### src/rtl/hiscore_ioctl_master_if.sv
// Ioctl transfer bus between the standalone master and the hiscore core.
// The master drives everything except ioctl_din, which the core returns during uploads.
interface hiscore_ioctl_master_if;
    logic        ioctl_download;
    logic        ioctl_upload;
    logic        ioctl_wr;
    logic [24:0] ioctl_addr;
    logic [7:0]  ioctl_dout;
    logic [7:0]  ioctl_din;
    logic [7:0]  ioctl_index;

    modport master (
        output ioctl_download, ioctl_upload, ioctl_wr, ioctl_addr, ioctl_dout, ioctl_index,
        input  ioctl_din
    );

    modport slave (
        input  ioctl_download, ioctl_upload, ioctl_wr, ioctl_addr, ioctl_dout, ioctl_index,
        output ioctl_din
    );
endinterface

### src/rtl/hiscore_ioctl_master.sv
// HPS-less ioctl driver for hiscore: streams a source buffer as a download, or
// walks the upload address space and writes ioctl_din into a capture buffer.
//
// state      | meaning
// IDLE       | waiting for start_download / start_upload
// DL_FETCH   | src_addr presented, source RAM read in flight
// DL_WR      | ioctl_wr strobe with ioctl_dout = src_data
// DL_GAP     | WR_GAP idle cycles before next byte or end
// UL_HOLD    | UL_SETTLE cycles holding the upload address
// UL_CAP     | sample ioctl_din, then next address or end
module hiscore_ioctl_master #(
    parameter int ADDRESSWIDTH = 8,
    parameter int WR_GAP       = 4,
    parameter int UL_SETTLE    = 4
) (
    input  logic                    clk,
    input  logic                    reset,
    input  logic                    start_download,
    input  logic                    start_upload,
    input  logic [7:0]              xfer_index,
    input  logic [ADDRESSWIDTH:0]   xfer_length,
    output logic [ADDRESSWIDTH-1:0] src_addr,
    input  logic [7:0]              src_data,
    output logic [ADDRESSWIDTH-1:0] cap_addr,
    output logic [7:0]              cap_data,
    output logic                    cap_we,
    output logic                    busy,
    output logic                    done,
    hiscore_ioctl_master_if.master  ioctl
);

    localparam int TMAX = (WR_GAP > UL_SETTLE) ? WR_GAP : UL_SETTLE;
    localparam int TW   = (TMAX < 2) ? 1 : $clog2(TMAX);
    localparam logic [TW-1:0]           T_GAP    = TW'(WR_GAP - 1);
    localparam logic [TW-1:0]           T_SETTLE = TW'(UL_SETTLE - 1);
    localparam logic [TW-1:0]           T_ONE    = TW'(1);
    localparam logic [ADDRESSWIDTH:0]   A_ONE    = (ADDRESSWIDTH+1)'(1);
    localparam logic [ADDRESSWIDTH-1:0] S_ONE    = ADDRESSWIDTH'(1);

    typedef enum logic [2:0] {
        S_IDLE, S_DL_FETCH, S_DL_WR, S_DL_GAP, S_UL_HOLD, S_UL_CAP
    } state_t;

    state_t                  state_q, state_d;
    logic [ADDRESSWIDTH:0]   addr_q, addr_d;
    logic [ADDRESSWIDTH:0]   len_q, len_d;
    logic [7:0]              index_q, index_d;
    logic [TW-1:0]           timer_q, timer_d;
    logic                    dl_q, dl_d;
    logic                    ul_q, ul_d;
    logic                    wr_q, wr_d;
    logic [7:0]              dout_q, dout_d;
    logic [ADDRESSWIDTH-1:0] src_q, src_d;
    logic [ADDRESSWIDTH-1:0] cap_addr_q, cap_addr_d;
    logic [7:0]              cap_data_q, cap_data_d;
    logic                    cap_we_q, cap_we_d;
    logic                    busy_q, busy_d;
    logic                    done_q, done_d;
    logic                    last;

    // Counter is one bit wider than the buffer address so N = 2^ADDRESSWIDTH never wraps.
    assign last = (addr_q == (len_q - A_ONE));

    always_comb begin
        state_d    = state_q;
        addr_d     = addr_q;
        len_d      = len_q;
        index_d    = index_q;
        timer_d    = timer_q;
        dl_d       = dl_q;
        ul_d       = ul_q;
        wr_d       = 1'b0;
        dout_d     = dout_q;
        src_d      = src_q;
        cap_addr_d = cap_addr_q;
        cap_data_d = cap_data_q;
        cap_we_d   = 1'b0;
        busy_d     = busy_q;
        done_d     = 1'b0;

        case (state_q)
            S_IDLE: begin
                if (start_download || start_upload) begin
                    index_d = xfer_index;
                    len_d   = xfer_length;
                    if (xfer_length == '0) begin
                        done_d = 1'b1;
                    end else begin
                        addr_d = '0;
                        busy_d = 1'b1;
                        if (start_download) begin
                            dl_d    = 1'b1;
                            src_d   = '0;
                            state_d = S_DL_FETCH;
                        end else begin
                            ul_d    = 1'b1;
                            timer_d = T_SETTLE;
                            state_d = S_UL_HOLD;
                        end
                    end
                end
            end
            S_DL_FETCH: begin
                wr_d    = 1'b1;
                state_d = S_DL_WR;
            end
            S_DL_WR: begin
                dout_d  = src_data;
                timer_d = T_GAP;
                state_d = S_DL_GAP;
            end
            S_DL_GAP: begin
                if (timer_q != '0) begin
                    timer_d = timer_q - T_ONE;
                end else if (last) begin
                    dl_d    = 1'b0;
                    busy_d  = 1'b0;
                    done_d  = 1'b1;
                    state_d = S_IDLE;
                end else begin
                    addr_d  = addr_q + A_ONE;
                    src_d   = src_q + S_ONE;
                    state_d = S_DL_FETCH;
                end
            end
            S_UL_HOLD: begin
                if (timer_q != '0) timer_d = timer_q - T_ONE;
                else               state_d = S_UL_CAP;
            end
            S_UL_CAP: begin
                cap_data_d = ioctl.ioctl_din;
                cap_addr_d = addr_q[ADDRESSWIDTH-1:0];
                cap_we_d   = 1'b1;
                if (last) begin
                    ul_d    = 1'b0;
                    busy_d  = 1'b0;
                    done_d  = 1'b1;
                    state_d = S_IDLE;
                end else begin
                    addr_d  = addr_q + A_ONE;
                    timer_d = T_SETTLE;
                    state_d = S_UL_HOLD;
                end
            end
            default: state_d = S_IDLE;
        endcase
    end

    always_ff @(posedge clk or posedge reset) begin
        if (reset) begin
            state_q    <= S_IDLE;
            addr_q     <= '0;
            len_q      <= '0;
            index_q    <= '0;
            timer_q    <= '0;
            dl_q       <= 1'b0;
            ul_q       <= 1'b0;
            wr_q       <= 1'b0;
            dout_q     <= '0;
            src_q      <= '0;
            cap_addr_q <= '0;
            cap_data_q <= '0;
            cap_we_q   <= 1'b0;
            busy_q     <= 1'b0;
            done_q     <= 1'b0;
        end else begin
            state_q    <= state_d;
            addr_q     <= addr_d;
            len_q      <= len_d;
            index_q    <= index_d;
            timer_q    <= timer_d;
            dl_q       <= dl_d;
            ul_q       <= ul_d;
            wr_q       <= wr_d;
            dout_q     <= dout_d;
            src_q      <= src_d;
            cap_addr_q <= cap_addr_d;
            cap_data_q <= cap_data_d;
            cap_we_q   <= cap_we_d;
            busy_q     <= busy_d;
            done_q     <= done_d;
        end
    end

    // Source RAM data only arrives in the strobe cycle, so pass it through then and hold it after.
    assign ioctl.ioctl_dout     = wr_q ? src_data : dout_q;
    assign ioctl.ioctl_download = dl_q;
    assign ioctl.ioctl_upload   = ul_q;
    assign ioctl.ioctl_wr       = wr_q;
    assign ioctl.ioctl_addr     = 25'(addr_q);
    assign ioctl.ioctl_index    = index_q;
    assign src_addr             = src_q;
    assign cap_addr             = cap_addr_q;
    assign cap_data             = cap_data_q;
    assign cap_we               = cap_we_q;
    assign busy                 = busy_q;
    assign done                 = done_q;

endmodule

### src/flat_wrapper.sv
// flat-port wrapper written by rule: the top's interface ports become plain ports
module hiscore_ioctl_master_flat 
#(
    parameter int ADDRESSWIDTH = 8,
    parameter int WR_GAP       = 4,
    parameter int UL_SETTLE    = 4
)
  (clk, reset, start_download, start_upload, xfer_index, xfer_length, src_addr, src_data, cap_addr, cap_data, cap_we, busy, done, ioctl_ioctl_download, ioctl_ioctl_upload, ioctl_ioctl_wr, ioctl_ioctl_addr, ioctl_ioctl_dout, ioctl_ioctl_index, ioctl_ioctl_din);
  hiscore_ioctl_master_if ioctl_i ();
  input  logic clk;
  input  logic reset;
  input  logic start_download;
  input  logic start_upload;
  input  logic [7:0] xfer_index;
  input  logic [ADDRESSWIDTH:0] xfer_length;
  output logic [ADDRESSWIDTH-1:0] src_addr;
  input  logic [7:0] src_data;
  output logic [ADDRESSWIDTH-1:0] cap_addr;
  output logic [7:0] cap_data;
  output logic cap_we;
  output logic busy;
  output logic done;
  output wire logic [$bits(ioctl_i.ioctl_download)-1:0] ioctl_ioctl_download;
  output wire logic [$bits(ioctl_i.ioctl_upload)-1:0] ioctl_ioctl_upload;
  output wire logic [$bits(ioctl_i.ioctl_wr)-1:0] ioctl_ioctl_wr;
  output wire logic [$bits(ioctl_i.ioctl_addr)-1:0] ioctl_ioctl_addr;
  output wire logic [$bits(ioctl_i.ioctl_dout)-1:0] ioctl_ioctl_dout;
  output wire logic [$bits(ioctl_i.ioctl_index)-1:0] ioctl_ioctl_index;
  input wire logic [$bits(ioctl_i.ioctl_din)-1:0] ioctl_ioctl_din;
  assign ioctl_ioctl_download = ioctl_i.ioctl_download;
  assign ioctl_ioctl_upload = ioctl_i.ioctl_upload;
  assign ioctl_ioctl_wr = ioctl_i.ioctl_wr;
  assign ioctl_ioctl_addr = ioctl_i.ioctl_addr;
  assign ioctl_ioctl_dout = ioctl_i.ioctl_dout;
  assign ioctl_ioctl_index = ioctl_i.ioctl_index;
  assign ioctl_i.ioctl_din = ioctl_ioctl_din;
  hiscore_ioctl_master #(.ADDRESSWIDTH(ADDRESSWIDTH), .WR_GAP(WR_GAP), .UL_SETTLE(UL_SETTLE)) u_core (.clk(clk), .reset(reset), .start_download(start_download), .start_upload(start_upload), .xfer_index(xfer_index), .xfer_length(xfer_length), .src_addr(src_addr), .src_data(src_data), .cap_addr(cap_addr), .cap_data(cap_data), .cap_we(cap_we), .busy(busy), .done(done), .ioctl(ioctl_i));
endmodule
### config.mk
export PLATFORM = sky130hd
export DESIGN_NAME = hiscore_ioctl_master_flat
export DESIGN_NICKNAME = d
export VERILOG_FILES = /design/src/rtl/hiscore_ioctl_master_if.sv /design/src/rtl/hiscore_ioctl_master.sv /design/src/flat_wrapper.sv
export SDC_FILE = /design/constraint.sdc
export NUM_CORES = 1
export LEC_CHECK = 0
export ABC_AREA = 1
export CAP_MARGIN = 20
export CORE_ASPECT_RATIO = 1.4
export CORE_MARGIN = 2
export CORE_UTILIZATION = 33
export DETAILED_ROUTE_END_ITERATION = 10
export GPL_TIMING_DRIVEN = 0
export SLEW_MARGIN = 5
export SYNTH_ARGS = -nofsm -noshare
export SYNTH_HDL_FRONTEND = slang
export SYNTH_SLANG_ARGS = --single-unit
export TNS_END_PERCENT = 100
### constraint.sdc
create_clock -name clk -period 5.1 [get_ports clk]
set_clock_uncertainty 0.05 [all_clocks]
set_input_delay 0.765 -clock clk [delete_from_list [all_inputs] [get_ports clk]]
set_output_delay 0.765 -clock clk [all_outputs]
set_load 0.05 [all_outputs]
==> flow_summary.toml, run 1 <==
[floorplanning]
fp-row-count = 46
die_area_um2 = 12300
die_h_um = 130
core_area_um2 = 11200
initial_core_util_pct = 33.6
die_width_um = 94.3
pin_count = 108

[critical_path]
r2r_cells = 12
reg2reg_to = "u_core.src_addr[6]"
crit_buf_inv = 2
reg2reg_from = "u_core.len_q[0]"
cp-start-kind = "primary input"
crit_path_top_delay_cell = "clkdlybuf4s50_1"
cp.arrival_ns = 2.24
critPathKind = "primary input to primary output"
regToRegSetupSlack_ns = 2.81
worst_path_largest_cell_delay_ns = 0.84
critical_path.top_delay_family = "buffers and inverters"
crit_start = "src_data[1]"
worstPathRequired_ns = 4.28
path_common_cell = "clkdlybuf4s50_1"
path_cells = "clkdlybuf4s50_1, nand2_1, o21ai_0, clkdlybuf4s50_1"
endpoint_kind = "primary output"
cp_max_fo = 2

[sta]
min_period_ns = 3.06
worstMarginPinSlew_ns = 0.545
finalCritPeriodShare_pct = 60.0
setup_violations = 0
finalHoldViolations = 0
drv_slew = 0
fmax_mhz = 327
slew_headroom_pct = 63.6
tns_ns = 0
rsz0062_at_grt = "no"

[cells_and_area]
fin_cells = 773
syn2layout_area_growth_pct = 39.2
multiInputGateArea_um2 = 1730
ff_latch_area_um2 = 1730
nets = 665
final_layout_size_suffix_gt1_share_pct = 9.70
num-fill-cells = 1146
n_antenna_cell = 0

[min_path]
hold_depth = 1
hold_path.class = "flop to flop"
holdPathEnd = "u_core.ioctl.ioctl_wr"
min_from = "u_core.state_q[2]"

[clocking]
cts_max_level = 3
cts.sinks = 69
clk_path_buf_depth = 2
cts_tree = "done"
root_buffer = "clkbuf_16"
ctsResizeCount = 0
insertion_delay_ns = 0.33
cts_buffers = 9
postCtsHoldBufs = 0
cts_setup_buffers = 0
clkTransAtPathRegs_ns = 0.06

[routing]
ant_nets = 0
vias = 3454
wire_per_inst_um = 12.3
drtPass1Iterations = 4
drc = 0
drt-initial-drc-count = 140
routed_wl_um = 9500
viasPerCell = 4.47

[global_route]
grt_pass1_vias = 3325
overflow = 0
antenna_found_initial = 0
grt_max_degree = 50
grt_pass1_wl_um = 15400
grt_util_all_layers_pct = 16.0

[yosys]
synth_top_family_by_area = "simple AND/OR/NAND/NOR gates"
ys_seq_elements = 69
synth_compound_gate_area_share_pct = 6.18
synthSimpleGateAreaFrac_pct = 34.9
yosysSeqAreaShare_pct = 45.8
synthMuxAreaShare_pct = 0
yosysWarnings = 0
synth_xor_area_share_pct = 1.86
synth-adder-area-share_pct = 1.33
synthCells = 506
syn_area_um2 = 3770
synth.avg_cell_area_um2 = 7.45
post_synth_num_cell_types = 35

[placement]
dp_cells = 757
gp_congestion = 0.916
hpwl_um = 7380
portBuffers = 91

[pwr]
vdd_ir_drop_max_v = 0.000290
p_per_area_nw_per_um2 = 605
power.leakage_nw = 2.55

[outcome]
status = "complete, no violations"

[job]
max_cap_viol_count = 0
placed cells by master, fill, tap and decap left out, drive strengths merged, types with 9 or more instances in the layout:
master and instances:
dfrtp 69, nor2 49, nand2 196, buf 21
conb 16, nor3 9, nand3 36, o21ai 36
inv 52, clkbuf 18, clkdlybuf4s50 91
per-layer routing:
layer  wire (µm)  share of wire, %  vias up  GRT usage (%)
li1            -                 -     1788              -
met1        3800                40     1585           17.8
met2        5210                55       72           29.8
met3         375               3.9        9           3.84
met4         117               1.2        0           4.86
met5           0                 0        -              0
logic make-up after synthesis:
| family | Yosys count |
|---|---|
| other | 1 |
| flip-flops | 69 |
| buffers and inverters | 78 |
| XOR/XNOR | 8 |
| adder cells (fa/ha/maj) | 4 |
| AO/OA/AOI/OAI | 44 |
| AND/OR/NAND/NOR | 302 |
report_power, final:
part           internal (mW)  switching [mW]
Sequential             0.720           0.115
Combinational          0.537            1.18
Clock                  0.383           0.241
Total                   1.64            1.54
flip-flops by register name, indices dropped and copies added, names as in the netlist:
name / flops
u_core.len_q: 9
u_core.addr_q: 9
u_core.cap_we: 1
u_core.ioctl.ioctl_wr: 1
u_core.timer_q: 2
u_core.state_q: 3
u_core.ioctl.ioctl_upload: 1
u_core.cap_addr: 8
u_core.ioctl.ioctl_download: 1
u_core.busy: 1
u_core.ioctl.ioctl_index: 8
u_core.dout_q: 8
u_core.done: 1
u_core.src_addr: 8
u_core.cap_data: 8
worst max-delay path by stage:
stage | cells past startpoint | slack [ns] | end
final | 4 | 2.04 | ioctl_ioctl_dout[1]
after global routing | 4 | 1.90 | ioctl_ioctl_dout[1]
after CTS | 4 | 2.02 | ioctl_ioctl_dout[1]
after detailed placement | 4 | 2.02 | ioctl_ioctl_dout[1]
after global placement | 2 | 1.30 | u_core.cap_addr[6]
after floorplan | 2 | 2.30 | ioctl_ioctl_dout[5]
synth_stat cells, drive strengths merged:
cell    count  area (µm²)
buf        20         146
o21bai      1        7.51
inv        50         193
nor3        9        45.0
o211ai      1        7.51
xnor2       3        26.3
nor2       49         231
conb        1        3.75
ha          4        50.1
xor2        5        43.8
or2         4        27.5
a31oi       1        6.26
nand3b      1        7.51
o21a        1        7.51
nand4       5        31.3
nor3b       1        7.51
o21ai      36         184
nor4        1        6.26
a21oi       4        20.0
nand3      36         180
clkbuf      8        30.0
dfrtp      69        1730
nand2     196         779
area by class of cell:
class                           count  share of cell area (%)
Multi-Input combinational cell    374                    33.0
Sequential cell                    69                    32.9
Timing Repair Buffer               92                    17.9
Clock buffer                       10                    4.36
Inverter                           50                    3.72
Tap cell                          144                    3.43
Buffer                             28                    3.36
Clock inverter                      6                    1.36
per-stage QoR:
stage                     cell area (µm²)  utilization, %  power [mW]  hold slack, ns  setup slack [ns]
after CTS                            5250            46.7        3.21           0.409              2.02
after floorplan                      3820               -        2.06           0.381              2.30
after global routing                 5250            46.7        3.41           0.427              1.90
after global placement               4920            43.8        2.54           0.392              1.30
after detailed placement             4950            44.1        2.57           0.399              2.02
final                                5250            46.7        3.18           0.405              2.04
No activity file was read; power rests on OpenSTA's default activity.
==> run 2, diff against run 1 <==
Clock period 5.1 ns to 2.7 ns, I/O delays scaled along.
==> run 2 against run 1 <==
Effect of this change: sequential power rose by 89%; flip-flop and latch count did not move; non-clock buffer count did not move; clock power rose by 89%; design area rose by 0.14%; core utilization rose by 0.067 points; register-to-register slack got worse by 2.4 ns; cell count did not move; critical path type is now flop to primary output.
==> flow_summary.toml, run 2 (synthesized netlist as in run 1, its figures left out) <==
[outcome]
status = "complete, no violations"

[critical_path]
cp-start-kind = "flop"
endpoint_kind = "primary output"
crit_start = "u_core.ioctl.ioctl_wr"
cp_max_fo = 10
cp.arrival_ns = 2.00
reg2reg_from = "u_core.len_q[0]"
critPathKind = "flop to primary output"
worstPathRequired_ns = 2.25

[sta]
setup_violations = 0
slew_headroom_pct = 63.6
worstMarginPinSlew_ns = 0.545
finalCritPeriodShare_pct = 91.0
finalHoldViolations = 0
fmax_mhz = 407
drv_slew = 0
min_period_ns = 2.46
timing.final.ws_setup_ns = 0.242
rsz0062_at_grt = "no"

[job]
max_cap_viol_count = 0

[cells_and_area]
num-fill-cells = 1146
nets = 665
ff_latch_area_um2 = 1730
multiInputGateArea_um2 = 1730
n_antenna_cell = 0
top_regs = "u_core.addr_q (9), u_core.len_q (9)"
utilization_pct = 46.8
final_layout_size_suffix_gt1_share_pct = 9.70
syn2layout_area_growth_pct = 39.4
fin_area_um2 = 5250
layout_common_cells = "nand2_1, clkdlybuf4s50_1, dfrtp_1, nor2_1, inv_1"
final_common_cell = "nand2_1"
fin_cells = 773

[clocking]
cts.sinks = 69
cts_tree = "done"
clkTransAtPathRegs_ns = 0.06
insertion_delay_ns = 0.33
root_buffer = "clkbuf_16"
cts_buffers = 9
postCtsHoldBufs = 0
clk_path_buf_depth = 2
cts_max_level = 3

[global_route]
grt_busiest_layer = "met2"
grtUsageMet2_pct = 29.9
use_met1_pct = 17.8
overflow = 0
use_met3_pct = 3.84
grt_util_all_layers_pct = 16.0
grt_pass1_wl_um = 15400
antenna_found_initial = 0
grt_max_degree = 50
grt_pass1_vias = 3325

[floorplanning]
die_width_um = 94.3
die_h_um = 130
initial_core_util_pct = 33.6
core_area_um2 = 11200
die_area_um2 = 12300
pin_count = 108
fp-row-count = 46

[routing]
viasPerCell = 4.47
drc = 0
wire_per_inst_um = 12.3
drt-initial-drc-count = 139
ant_nets = 0
routed_wl_um = 9510
vias = 3452
drtPass1Iterations = 4

[placement]
placed_cell_area_um2 = 4950
portBuffers = 91
dp_cells = 757
pre_cts_ws_ns = 0.200
gp_congestion = 0.916
hpwl_um = 7380

[min_path]
hold_path.class = "primary input to async pin"

[pwr]
p_per_area_nw_per_um2 = 1140
power_mw = 5.98
vdd_ir_drop_max_v = 0.000547
power.leakage_nw = 2.60
==> run 2: cell count changes in the layout (fill, tap and decap cells not counted) <==
cell / previous run / this run
clkdlybuf4s50_1: 91 / 85
dlygate4sd2_1: 0 / 2
dlymetal6s2s_1: 0 / 4
==> run 2: repair_timing <==
item	4_1_cts	5_1_grt
gates cloned	0	0
endpoints found under the setup margin	2	4
setup buffers	0	0
gates resized for setup	2	4
==> run 2: worst paths after layout <==
check / endpoint / slack (ns) / cells past startpoint
max: ioctl_ioctl_dout[0] / 0.24 / 3
min: u_core.dout_q[1] / 0.34 / 2
max reg2reg: u_core.src_addr[6] / 0.41 / 12
min reg2reg: u_core.ioctl.ioctl_wr / 0.40 / 1
max in group asynchronous: u_core.cap_addr[5] / 1.72 / 3
min in group clk: u_core.ioctl.ioctl_wr / 0.40 / 1
==> run 2: critical path, stage by stage (launching register included) <==
cell	delay (ns)
dfrtp_1	0.44
clkbuf_1	0.24
a21oi_1	0.18
clkdlybuf4s50_1	0.81
==> run 2: metal layers <==
metal	routed length, µm	vias up
li1	-	1788
met1	3800	1584
met2	5210	71
met3	379	9
met4	116	0
met5	0	-
==> run 2: where the power goes <==
part | internal (mW) | total (mW) | switching [mW]
logic | 0.997 | 3.22 | 2.22
registers | 1.36 | 1.58 | 0.218
clock network | 0.723 | 1.18 | 0.456
total | 3.08 | 5.98 | 2.90
==> run 2: area by class of cell <==
class	count	area share, %
clock buffer	10	4.36
buffer	28	3.36
inverter	50	3.72
clock inverter	6	1.36
tap	144	3.43
timing repair buffer	92	18.0
multi-input combinational	374	32.9
sequential	69	32.9
==> run 2: metrics by stage <==
step | hold slack [ns] | setup TNS (ns)
global placement | 0.392 | -50.45
finish | 0.337 | 0
floorplan | 0.381 | 0
global route | 0.351 | 0
detailed placement | 0.399 | 0
CTS | 0.343 | 0
==> run 3, diff against run 2 <==
--- a/constraint.sdc
+++ b/constraint.sdc
@@ -3,3 +3,3 @@
 set_input_delay 0.405 -clock clk [delete_from_list [all_inputs] [get_ports clk]]
 set_output_delay 0.405 -clock clk [all_outputs]
-set_load 0.05 [all_outputs]
+set_load 0.1 [all_outputs]
==> run 3 against run 2 <==
Effect of this change: die area stayed put; combinational power is 30% higher; core utilization is 0.11 points lower; via count is 1.0% higher; flip-flop and latch count stayed put; critical path type unchanged; largest power group unchanged.
==> flow_summary.toml, run 3 (synthesized netlist as in run 1, its figures left out) <==
[outcome]
status = "complete, no violations"

[placement]
portBuffers = 91
placed_cell_area_um2 = 4950
dp_cells = 757
hpwl_um = 7530
gp_congestion = 0.900

[routing]
vias = 3488
routed_wl_um = 9810
viasPerCell = 4.52
wire_per_inst_um = 12.7
drtPass1Iterations = 4
ant_nets = 0
drt-initial-drc-count = 115
drc = 0

[clocking]
cts_buffers = 9
postCtsHoldBufs = 0
clk_path_buf_depth = 2
cts_max_level = 3
root_buffer = "clkbuf_16"
insertion_delay_ns = 0.33
cts.sinks = 69
clkTransAtPathRegs_ns = 0.06
cts_tree = "done"

[floorplanning]
fp-row-count = 46
die_h_um = 130
initial_core_util_pct = 33.6
core_area_um2 = 11200
pin_count = 108
die_width_um = 94.3
die_area_um2 = 12300

[sta]
setup_violations = 0
rsz0062_at_grt = "no"
slew_headroom_pct = 32.6
tns_ns = 0
worstMarginPinSlew_ns = 1.01
finalHoldViolations = 0
min_period_ns = 2.58
hold_ws_ns = 0.335
fmax_mhz = 388
drv_slew = 0
finalCritPeriodShare_pct = 95.4

[critical_path]
cp-start-kind = "flop"
critPathKind = "flop to primary output"
cp.arrival_ns = 2.12
endpoint_kind = "primary output"
worstPathRequired_ns = 2.25
cp_max_fo = 10

[cells_and_area]
fin_cells = 772
syn2layout_area_growth_pct = 39.1
top_regs = "u_core.addr_q (9), u_core.len_q (9)"
fin_area_um2 = 5240
layout_common_cells = "nand2_1, clkdlybuf4s50_1, dfrtp_1, nor2_1, inv_1"
nets = 665
final_common_cell = "nand2_1"
n_antenna_cell = 0
final_layout_size_suffix_gt1_share_pct = 10.7

[global_route]
grt_pass1_vias = 3366
antenna_found_initial = 0
grt_pass1_wl_um = 16100
overflow = 0
grt_util_all_layers_pct = 16.7
grt_max_degree = 49

[job]
max_cap_viol_count = 0

[pwr]
p_per_area_nw_per_um2 = 1320
power.leakage_nw = 2.55
vdd_ir_drop_max_v = 0.000545

[min_path]
hold_path.class = "primary input to async pin"
## run 3: worst max-delay path, stage by stage (launching register included)
cell and delay [ns]:
dfrtp_1 0.47, clkbuf_1 0.28, a21oi_2 0.18, dlygate4sd2_1 0.86
## run 3: final cells by class
cell class	count	area (µm²)
Buffer	28	176
Clock buffer	11	233
Timing Repair Buffer	92	943
Multi-Input combinational cell	374	1740
Tap cell	144	180
Inverter	50	195
Sequential cell	69	1730
Fill cell	1128	5980
Clock inverter	4	50.0
## run 3: power breakdown
part / total, mW / leakage [nW] / internal (mW) / switching (mW)
clock: 1.14 / 0.132 / 0.708 / 0.431
sequential: 1.58 / 0.882 / 1.36 / 0.223
combinational: 4.19 / 1.54 / 0.990 / 3.20
total: 6.91 / 2.55 / 3.06 / 3.85
## run 3: metal layers
layer | part of all wire (%) | vias up | track usage [%]
met4 | 1.6 | 0 | 5.46
met5 | 0 | - | 0
li1 | - | 1784 | -
met1 | 39 | 1606 | 18.7
met3 | 4.2 | 13 | 3.44
met2 | 55 | 85 | 31.3
## run 3: worst paths after layout
| check | to | slack, ns | cells past startpoint | startpoint |
|---|---|---|---|---|
| max | ioctl_ioctl_dout[7] | 0.12 | 3 | u_core.ioctl.ioctl_wr |
| min | u_core.state_q[2] | 0.34 | 2 | reset |
| max reg2reg | u_core.addr_q[3] | 0.41 | 15 | u_core.len_q[0] |
| min reg2reg | u_core.ioctl.ioctl_wr | 0.42 | 1 | u_core.state_q[2] |
| max in group asynchronous | u_core.cap_addr[1] | 1.72 | 3 | reset |
| min in group clk | u_core.ioctl.ioctl_wr | 0.42 | 1 | u_core.state_q[2] |
## run 3: repair_timing
| item | in CTS | in global routing |
|---|---|---|
| setup endpoints to repair | 8 | 0 |
| setup buffers | 0 | 0 |
| endpoints found under the hold margin | 0 | 0 |
| gates resized for setup | 20 | 0 |
## run 3: per-stage QoR
stage / setup slack (ns) / utilization [%] / power [mW]
finish: 0.124 / 46.7 / 6.91
global route: 0.0118 / 46.7 / 7.32
CTS: 0.0793 / 46.7 / 6.97
detailed placement: -0.0444 / 44.1 / 5.84
global placement: -0.733 / 43.9 / 5.77
floorplan: -0.259 / - / 4.86
